**src/rtl/psw_cb_sequencer.sv**
```systemverilog
// psw_cb_sequencer
// Orders access to the PSW carry/borrow bit between decode and writeback.
// A shift-register scoreboard follows every in-flight C/B writer to its
// commit stage; C/B readers are held at decode until that scoreboard is
// empty, then a one-cycle read of the PSW register is captured for EX.
// PIPE_DEPTH must lie in 2..8 and CNT_W must hold PIPE_DEPTH.

module psw_cb_sequencer #(
  parameter int PIPE_DEPTH = 3,
  parameter int CNT_W      = 2
) (
  input  logic             clk,
  input  logic             rst_n,
  input  logic             issue_valid,
  input  logic             issue_cb_wr,
  input  logic             issue_cb_rd,
  input  logic             pipe_advance,
  input  logic             flush,
  input  logic             wb_cb_value,
  input  logic             psw_dout,
  output logic             stall,
  output logic             psw_le,
  output logic             psw_re,
  output logic             psw_din,
  output logic             cb_operand,
  output logic             cb_valid,
  output logic [CNT_W-1:0] pending_cnt
);

  typedef enum logic {
    ST_IDLE = 1'b0,
    ST_RD   = 1'b1
  } rd_state_t;

  logic [PIPE_DEPTH-1:0] sb_reg;
  logic [PIPE_DEPTH-1:0] sb_next;
  logic [PIPE_DEPTH-1:0] sb_shift;
  logic [CNT_W-1:0]      cnt_reg;
  logic [CNT_W-1:0]      cnt_next;
  rd_state_t             state_reg;
  rd_state_t             state_next;
  logic                  cb_operand_reg;
  logic                  cb_valid_reg;
  logic                  accept;
  logic                  rd_start;

  // A reader waits for every older writer; no forwarding from the commit
  // stage, so a reader is only released the cycle after the last commit.
  assign stall    = issue_valid & issue_cb_rd & (|sb_reg);
  assign accept   = issue_valid & ~stall & pipe_advance;
  assign rd_start = accept & issue_cb_rd & ~flush;

  // Commit strobe comes straight from the last scoreboard stage.
  assign psw_le  = sb_reg[PIPE_DEPTH-1] & pipe_advance;
  assign psw_din = wb_cb_value;

  // Shifted scoreboard image; flush squashes everything that would land in
  // the stages below commit, including a writer issued in the same cycle.
  assign sb_shift[0] = accept & issue_cb_wr & ~flush;
  generate
    for (genvar gi = 1; gi < PIPE_DEPTH; gi++) begin : g_shift
      assign sb_shift[gi] = sb_reg[gi-1] & ~flush;
    end
  endgenerate

  // Next scoreboard: shift on advance, otherwise hold (flush still clears
  // the non-commit stages while the committing writer waits).
  always_comb begin
    sb_next = sb_reg;
    if (pipe_advance) begin
      sb_next = sb_shift;
    end else if (flush) begin
      sb_next = {sb_reg[PIPE_DEPTH-1], {(PIPE_DEPTH-1){1'b0}}};
    end
  end

  // Population count of the next scoreboard, registered with it.
  always_comb begin
    cnt_next = '0;
    for (int i = 0; i < PIPE_DEPTH; i++) begin
      cnt_next = cnt_next + CNT_W'(sb_next[i]);
    end
  end

  // Scoreboard and writer count registers.
  always_ff @(posedge clk or negedge rst_n) begin
    if (!rst_n) begin
      sb_reg  <= '0;
      cnt_reg <= '0;
    end else begin
      sb_reg  <= sb_next;
      cnt_reg <= cnt_next;
    end
  end

  // Read FSM state register.
  always_ff @(posedge clk or negedge rst_n) begin
    if (!rst_n) begin
      state_reg <= ST_IDLE;
    end else begin
      state_reg <= state_next;
    end
  end

  // Read FSM next state and read strobe; RD lasts one cycle per reader.
  always_comb begin
    state_next = ST_IDLE;
    psw_re     = 1'b0;
    case (state_reg)
      ST_IDLE: begin
        if (rd_start) begin
          state_next = ST_RD;
        end
      end
      ST_RD: begin
        psw_re = 1'b1;
        if (rd_start) begin
          state_next = ST_RD;
        end
      end
      default: begin
        state_next = ST_IDLE;
      end
    endcase
  end

  // Capture the PSW output at the end of each RD cycle; flush does not
  // cancel a capture already in progress.
  always_ff @(posedge clk or negedge rst_n) begin
    if (!rst_n) begin
      cb_operand_reg <= 1'b0;
      cb_valid_reg   <= 1'b0;
    end else if (state_reg == ST_RD) begin
      cb_operand_reg <= psw_dout;
      cb_valid_reg   <= 1'b1;
    end else begin
      cb_valid_reg   <= 1'b0;
    end
  end

  assign cb_operand  = cb_operand_reg;
  assign cb_valid    = cb_valid_reg;
  assign pending_cnt = cnt_reg;

endmodule

```
**config.mk**
```make
export PLATFORM = sky130hd
export DESIGN_NAME = psw_cb_sequencer
export DESIGN_NICKNAME = d
export VERILOG_FILES = /design/src/rtl/psw_cb_sequencer.sv
export SDC_FILE = /design/constraint.sdc
export NUM_CORES = 1
export LEC_CHECK = 0
export ABC_CLOCK_PERIOD_IN_PS = 2200
export CORE_AREA = 2 2 39 41
export DETAILED_ROUTE_END_ITERATION = 7
export DIE_AREA = 0 0 41 43
export GPL_TIMING_DRIVEN = 0
export SYNTH_ARGS = -nofsm -noshare
export SYNTH_HDL_FRONTEND = slang
export SYNTH_SLANG_ARGS = --single-unit
```
**constraint.sdc**
```tcl
create_clock -name clk -period 2.2 [get_ports clk]
set_input_delay 0.44 -clock clk [delete_from_list [all_inputs] [get_ports clk]]
set_output_delay 0.44 -clock clk [all_outputs]
set_load 0.01 [all_outputs]
```
After elaboration in Yosys (flattened, before gate mapping) --
Cells that the tools add are included.
Storage, ports and cells: register bits 8, input bits 9, output and inout port bits 8, word-level logic and storage cells 25
Operators by class: add/subtract/negate cells 2, muxes and demuxes 4, bitwise operators 13, reductions and logical operators 1
Operators by type and width (number):
- bitwise AND 1 bit | 11
- 2-to-1 mux 3 bit | 1
- OR reduction 3 bit | 1
- adder 1 x 1 -> 2 bit | 1
- adder 2 x 1 -> 2 bit | 1
- 2-to-1 mux 1 bit | 2
- 2-to-1 mux 2 bit | 1
- NOT 1 bit | 2

Longest topological paths before layout --
word-level depth 10, depth in mapped cells 3, mapped depth without buffers 3

Least setup slack after synthesis --
No wires, ideal clock.
path type register to register, from register sb_reg[2], to register cnt_reg[0] (netlist: pending_cnt[0]), library setup time 136 ps, arrival 1368 ps, required time 2064 ps, setup slack 697 ps, stages on the path, launching flop included 4, buffers on the path 0, clock period less this slack 1503 ps, cell sequence dfrtp_1 > o311a_4 > o32ai_2 > fa_1
On the way: cells in the longest elaborated chain, start to end 10
Ends and longest elaborated chain:
- start, declared | RTL line 35 | logic [PIPE_DEPTH-1:0] sb_reg;
- start signal, assigned | RTL line 91 | sb_reg <= sb_next;
- OR reduction 3 bit | RTL line 49 | assign stall = issue_valid & issue_cb_rd & (|sb_reg);
- bitwise AND 1 bit | RTL line 49
- named net stall | RTL line 21 | output logic stall,
- NOT 1 bit | RTL line 50 | assign accept = issue_valid & ~stall & pipe_advance;
- bitwise AND 1 bit (2 in a row) | RTL line 50
- bitwise AND 1 bit (2 in a row) | RTL line 59 | assign sb_shift[0] = accept & issue_cb_wr & ~flush;
- 2-to-1 mux 3 bit | RTL line 70 | if (pipe_advance) begin
- named net sb_next[0] | RTL line 36 | logic [PIPE_DEPTH-1:0] sb_next;
- adder 1 x 1 -> 2 bit | RTL line 81 | cnt_next = cnt_next + CNT_W'(sb_next[i]);
- adder 2 x 1 -> 2 bit | RTL line 81
- named net cnt_next[0] | RTL line 39 | logic [CNT_W-1:0] cnt_next;
- end signal, assigned | RTL line 92 | cnt_reg <= cnt_next;
- end, declared | RTL line 38 | logic [CNT_W-1:0] cnt_reg;
The timed path passes the listed nets, and every way through them passes these cells. A chain may end at the register's enable or synchronous reset.

Final worst setup path --
from input port issue_valid, to output port stall
On the way: cells in the longest elaborated chain, start to end 2
Ends and longest elaborated chain:
- start, declared | RTL line 14 | input logic issue_valid,
- bitwise AND 1 bit (2 in a row) | RTL line 49
- end, declared | RTL line 21
No other way between the ends.

==> metrics.md <==
| Metric | Value |
|---|---|
| Clock skew | `about 0.85 ps` |
| Final WL | `598 um` |
| Seq/Total Area, Yosys | `between 50% and 60%` |
| Async SR Flop Fraction | `between 90% and 100%` |
| Synth Cell Area | `around 340 um^2` |
| TritonCTS Buffers | `3` |
| RR Endpoint | `pending_cnt[0]` |
| Slew HR | `77.5%` |
| Root buffer cell | `clkbuf_4` |
| Total power | `approximately 320 uW` |
| RSZ-0062 raised after global routing | `no` |
| Crit path to | `stall` |
| Peak Freq | `0.467 GHz` |
| DR vias/cell | `between 4 and 5` |
| Area Overhead vs Synth | `56.5%` |
| Avg Cell Area, Syn | `around 15 um^2` |
| Die area | `approximately 1800 um^2` |
| Crit path launch | `issue_valid` |
| Number of synthesized flops with an enable pin | `0` |
| Largest net degree at the start of global routing | `9` |
| DRT Pass-1 Iters | `4` |
| Core area | `1380 um^2` |
| Leak | `between 0.0002 and 0.00025 uW` |
| Fin. max-slew vios | `0` |
| WS Path Type | `input port to primary output` |
| Largest register FFs | `3` |
| WP data required | `around 1800 ps` |
| Fraction of synthesized cell area taken by the top area cell type | `between 50% and 60%` |
| Clk_lat worst skew | `about 240 ps` |
| Port buffer count | `15` |
| Final setup vio count | `0` |
| CP arrival | `roughly 1700 ps` |
| Yosys cell types | `13` |
| Starting Density | `between 20% and 30%` |
| Status | `finished, final reports clean` |
| Top_reg_cell synth | `dfrtp_1` |
| Fin. Hold Viols | `0` |
| Layout cell share with drive strength beyond 1 | `about a fifth` |
| FF-to-FF path depth | `3` |
| Die height | `around 43 um` |
| Initial antenna violation count | `0` |
| Worst Setup Start Kind | `input port` |
| CP Max Fanout | `3` |
| Area leader, netlist | `dfrtp_1` |
| GRT overflow | `0` |
| Post-synth top cells | `dfrtp_1, inv_1, nand4b_1, nor2_1` |
| Final min period | `roughly 2100 ps` |
| #FFs+latches synth | `8` |
| Crit end category | `primary output` |
| Die Wd | `between 40 and 50 um` |
| Post-synthesis cell count | `23` |
| Routability cong. | `approximately 0.65` |
| Count leader, synth | `dfrtp_1` |
| IO Count | `17` |
| Antenna Nets Post-Route | `0` |
| Number of buffers on the longest clock path | `2` |
| Wire length per cell | `approximately 10 um` |
| CTS tree | `done` |
| # fillers | `134` |
| R2r setup slk | `650 ps` |
| # DRC | `0` |
| Worst vdd ir | `about 0.15 mV` |
| Synth warnings | `0` |
| Tightest Pin Transition | `336 ps` |
| Syn Nets | `33` |
| Clock transition at path regs | `around 50 ps` |
| Initial DRC count | `5` |
| Tot GR Track Use | `roughly 7.7%` |
| Row count | `14` |
| Nets@finish | `53` |
| ANT cells | `0` |
| Final worst-path cycle share | `a little over nine tenths` |
| # clock sinks | `8` |
| Max Cap Viol | `0` |
| WHS | `around 400 ps` |
| Vias | `approximately 240` |
| Worst hold path class | `flip-flop to flip-flop` |
| P per Cell Area | `a little under 600 nW/um^2` |
| Reg2Reg Launch Point | `sb_reg[2]` |
| Vias in the first global route | `roughly 220` |
| Htree depth | `1` |
| Synth area leaders | `dfrtp_1, o311a_4, fa_1, nand4b_1, o32ai_2` |
| First-pass GRT wire length | `approximately 860 um` |
layout by cell type (no fill, tap or decap):
cell	n
o32ai_2	1
and2_2	1
mux2i_1	1
buf_4	1
clkdlybuf4s50_1	14
dlygate4sd2_1	1
dfrtp_1	8
o311a_4	1
mux2_2	1
nand4b_1	2
fa_1	1
nor2_1	2
o21ai_0	1
clkbuf_4	3
inv_1	2
nand3b_1	1
routing by layer:
layer  vias to the layer above  track usage, %  wire, um  share of wire, %
met5                         -               0         0                 0
met4                         0            8.00         0                 0
met3                         0            2.62        86                14
met2                        16            10.3       265                44
met1                       110            8.70       245                41
li1                        117               -         -                 -
report_power, final:
part	switching (uW)	leakage, uW	internal [uW]
combinational	18.7	0.000108	32.2
clock	43.8	0.0000138	62.0
sequential	4.11	0.000108	155
total	66.7	0.000231	250
repair_timing:
item                                    4_1_cts  5_1_grt
hold buffers                                  0        0
endpoints found under the setup margin        1        0
gates resized for setup                       1        0
buffers inserted                              0        0
critical path: stages:
cell and delay, ps:
clkdlybuf4s50_1 520, o311a_4 210, clkdlybuf4s50_1 540
per-stage QoR:
stage,util [%],cell area (um^2),setup slack [ps],cells,setup TNS (ps)
global placement,36.8,509,5.35,54,0
global route,38.3,531,1.27,57,0
CTS,38.3,531,52.9,57,0
floorplan,-,339,697,23,0
finish,38.3,531,56.5,57,0
detailed placement,36.8,509,-0.490,54,-0.490
layout make-up:
class / count / area (um^2) / area share [%]
buffer: 1 / 7.51 / 1.42
clock buffer: 3 / 22.5 / 4.25
inverter: 2 / 7.51 / 1.42
multi-input combinational: 12 / 124 / 23.3
sequential: 8 / 200 / 37.7
tap: 16 / 20.0 / 3.77
timing repair buffer: 15 / 149 / 28.1
worst min-delay path by stage:
stage               startpoint          to  cells past startpoint
floorplan                rst_n  cb_operand                      0
global placement     state_reg    cb_valid                      0
detailed placement   state_reg    cb_valid                      0
CTS                  state_reg    cb_valid                      0
global route         state_reg    cb_valid                      0
finish               state_reg    cb_valid                      0
cell families after synthesis:
kind of cell | Yosys count | share of synthesized area [%]
AO/OA/AOI/OAI | 3 | 12.5
flip-flops | 8 | 59.0
adder cells (fa/ha/maj) | 1 | 5.90
AND/OR/NAND/NOR | 6 | 11.8
multiplexers | 2 | 6.27
buffers and inverters | 3 | 4.43
Note: power is estimated with default switching activity, not from simulation.
